`src/rtl/full_adder_pkg.sv`:
```
// Shared width and word type for the registered integer adder.
package full_adder_pkg;
  localparam int ADDER_WIDTH = 32;
  typedef logic [ADDER_WIDTH-1:0] word_t;
endpackage

```
`src/rtl/full_adder_1b.sv`:
```
// One-bit full adder cell, the link of the ripple-carry chain.
module full_adder_1b (
  input  logic a,
  input  logic b,
  input  logic cin,
  output logic s,
  output logic cout
);
  logic p;

  assign p    = a ^ b;
  assign s    = p ^ cin;
  assign cout = (a & b) | (cin & p);
endmodule

```
`src/rtl/full_adder_32b.sv`:
```
// Registered unsigned adder: WIDTH-bit ripple chain feeding one output register.
module full_adder_32b
  import full_adder_pkg::*;
#(
  parameter int WIDTH = ADDER_WIDTH
) (
  input  logic             clk,
  input  logic             rst_n,
  input  logic [WIDTH-1:0] a,
  input  logic [WIDTH-1:0] b,
  output logic [WIDTH-1:0] sum,
  output logic             carry
);
  logic [WIDTH:0]   c;
  logic [WIDTH-1:0] s;

  assign c[0] = 1'b0;

  for (genvar i = 0; i < WIDTH; i++) begin : g_fa
    full_adder_1b u_fa (
      .a   (a[i]),
      .b   (b[i]),
      .cin (c[i]),
      .s   (s[i]),
      .cout(c[i+1])
    );
  end

  // No enable: every edge out of reset captures the current operands.
  always_ff @(posedge clk or negedge rst_n) begin
    if (!rst_n) begin
      sum   <= '0;
      carry <= 1'b0;
    end else begin
      sum   <= s;
      carry <= c[WIDTH];
    end
  end
endmodule

```
`config.mk`:
```
export PLATFORM = sky130hd
export DESIGN_NAME = full_adder_32b
export DESIGN_NICKNAME = d
export VERILOG_FILES = /design/src/rtl/full_adder_pkg.sv /design/src/rtl/full_adder_1b.sv /design/src/rtl/full_adder_32b.sv
export SDC_FILE = /design/constraint.sdc
export NUM_CORES = 1
export LEC_CHECK = 0
export CAP_MARGIN = 0
export CORE_UTILIZATION = 38
export CTS_CLUSTER_DIAMETER = 80
export DETAILED_ROUTE_END_ITERATION = 10
export PLACE_DENSITY = 0.84
export SYNTH_ARGS = -nofsm -noshare
export SYNTH_HDL_FRONTEND = slang
export SYNTH_SLANG_ARGS = --single-unit
```
`constraint.sdc`:
```
create_clock -name clk -period 1.45 [get_ports clk]
set_clock_uncertainty 0.2 [all_clocks]
set_input_delay 0.29 -clock clk [delete_from_list [all_inputs] [get_ports clk]]
set_output_delay 0.29 -clock clk [all_outputs]
set_load 0.05 [all_outputs]
```
==> run metrics <==
Ports 99; setup slack at placement -10680 ps; clock tree sinks 33; post-layout min period approximately 12000 ps; P_leak 0.00128 µW; Slew Limit Fails 0; fmax 85.8 MHz; final instance area 3110 µm²; Post-DRT Antenna Nets 0; Max clock buf depth 2; DRC violations left 0; post-synth top area share approximately 55%; Die Y 64.8 µm; outcome finished, violations left; final WL 5.15 mm; Comb pwr share 47.6%; sw frac 35.8%; layout cells sized above 1 45.4%; Pwr per Cell Area approximately 1300 nW/µm²; worst hold path class primary input to flip-flop; vias in the first global route 1308; Mapped Cells 75; largest net degree at the start of global routing 34; DR vias/cell 4.47; peak supply drop 0.000815 V; count of final setup violators 30; initial antenna violation count 0; worst slew pin tran 192 ps; CTS tree yes; grt ovf 0; Seq/Total Area, Yosys a little under three fifths; syn nets 173; cts bufs inserted 5; Die Area around 4200 µm²; Internal Pwr Total 2650 µW; switching pwr 1480 µW; fillcell total roughly 170; crit path max-delay cell type fa_2; failing checks setup timing; Area contributors post-synth dfrtp_1 (55%), fa_1 (41%), inv_1 (2.5%); synth warn 0; largest stage delay on the critical path 430 ps; Final nets 280; IO Port Bufs 98; Starting Density 40.3%; final worst slack -10210 ps; CP startpoint kind primary input; synth unique cells 4; CP Class primary input to flip-flop; DRT Pass-1 Iters 4; clk slew on worst S/H paths 70 ps; antenna diode count 0; GR Util All Layers between 20 and 30%; Hold Fails Final Rpt 0; hpwl dp 3.53 mm; CTS Root Cell clkbuf_8; via count 1032; unrepaired setup endpoints after global routing true; Post-Syn Area 1500 µm²; clock group share of total power 21.8%; 1st-iter DRT viols 17; # rows 22; Tcrit/Tclk final 804%; CP dominant cell by count fa_2; WHS Path Cells 2; H-tree Lvls 2; syn_area_per_cell 20.0 µm²; flops & latches, synth 33; leading area contributor after synthesis dfrtp_1; critical-path maximum fanout 1; worst path required time 1480 ps; Routed wire per std cell ~22 µm; Rel. slew slack 87.2%; Die X 64.8 µm; first-pass GRT wire length 7.73 mm; placed cell area around 3000 µm²; Worst EP arrival roughly 12000 ps; Final GP Congestion 0.747; Overall Power slightly above 4000 µW; area of the core 3720 µm²; Max-cap violations 0; area grow syn2layout 108%; Worst Setup End Kind flip-flop; sequential share of power 30.6%; Post-CTS Repair Setup Buffers 0
==> flip-flops by register name (all words and copies together), names as in the netlist <==
name and flops:
sum 32, carry 1
==> metal layers <==
metal / routed length (µm) / global-route usage [%] / vias up / part of all wire [%]
met3: 552 / 14.6 / 12 / 11
met5: 0 / 0 / - / 0
met2: 2600 / 46.1 / 72 / 50
met4: 152 / 14.2 / 0 / 3.0
li1: - / - / 429 / -
met1: 1850 / 31.5 / 519 / 36
==> final cells by class <==
class	count	area [µm²]	share of cell area [%]
timing repair buffer	100	1340	43.3
sequential	33	826	26.6
multi-input combinational	32	723	23.3
clock buffer	7	86.3	2.78
tap	48	60.1	1.93
inverter	10	37.5	1.21
clock inverter	1	30.0	0.967
==> placed cells by master (no fill, tap or decap), drive strengths merged <==
master / netlist / layout
ha: 1 / 1
fa: 31 / 31
clkdlybuf4s15: 0 / 1
dlygate4sd3: 0 / 1
clkbuf: 0 / 7
dfrtp: 33 / 33
inv: 10 / 10
clkdlybuf4s50: 0 / 61
buf: 0 / 37
bufinv: 0 / 1
==> power groups by stage <==
stage / Sequential (µW) / Combinational (µW) / Clock [µW]
final: 1270 / 1970 / 899
after global routing: 1280 / 2040 / 967
after global placement: 1260 / 1860 / 0
after floorplan: 1810 / 165 / 0
after CTS: 1270 / 1980 / 922
after detailed placement: 1280 / 1910 / 0
==> worst max-delay path, delay by kind of cell <==
kind | cells | cell delay, ps
adder cells (fa/ha/maj) | 32 | 11060
buffers and inverters | 5 | 350
==> synth_stat cells, drive strengths merged <==
| master | number |
|---|---|
| ha | 1 |
| inv | 10 |
| dfrtp | 33 |
| fa | 31 |
==> repair_timing <==
action	4_1_cts	5_1_grt
gates resized for setup	21	1
hold endpoints to repair	1	0
hold buffers	1	0
endpoints found under the setup margin	31	30
==> kinds of logic (layout without fill, tap and decap cells) <==
family,Yosys count,after routing,synth area share (%)
DFF,33,33,55.2
adders and majority gates,32,32,42.3
buffers and inverters,10,118,2.51
==> final timing paths <==
check	startpoint	endpoint	slack, ps
worst min-delay path	a[1]	sum[1]	130
min in group asynchronous	rst_n	sum[15]	210
max in group asynchronous	rst_n	sum[0]	670
worst max-delay path	a[0]	sum[31]	-10210
==> stage by stage <==
stage               std cells  hold WS, ps  TNS [ps]  util, %
floorplan                  75         -206   -158330        -
global placement          222          476   -176460     80.1
detailed placement        222          490   -179830     80.1
CTS                       231          123   -163440     83.5
global route              231          118   -166110     83.6
finish                    231          134   -163340     83.6
(Power assumes the default switching activity.)
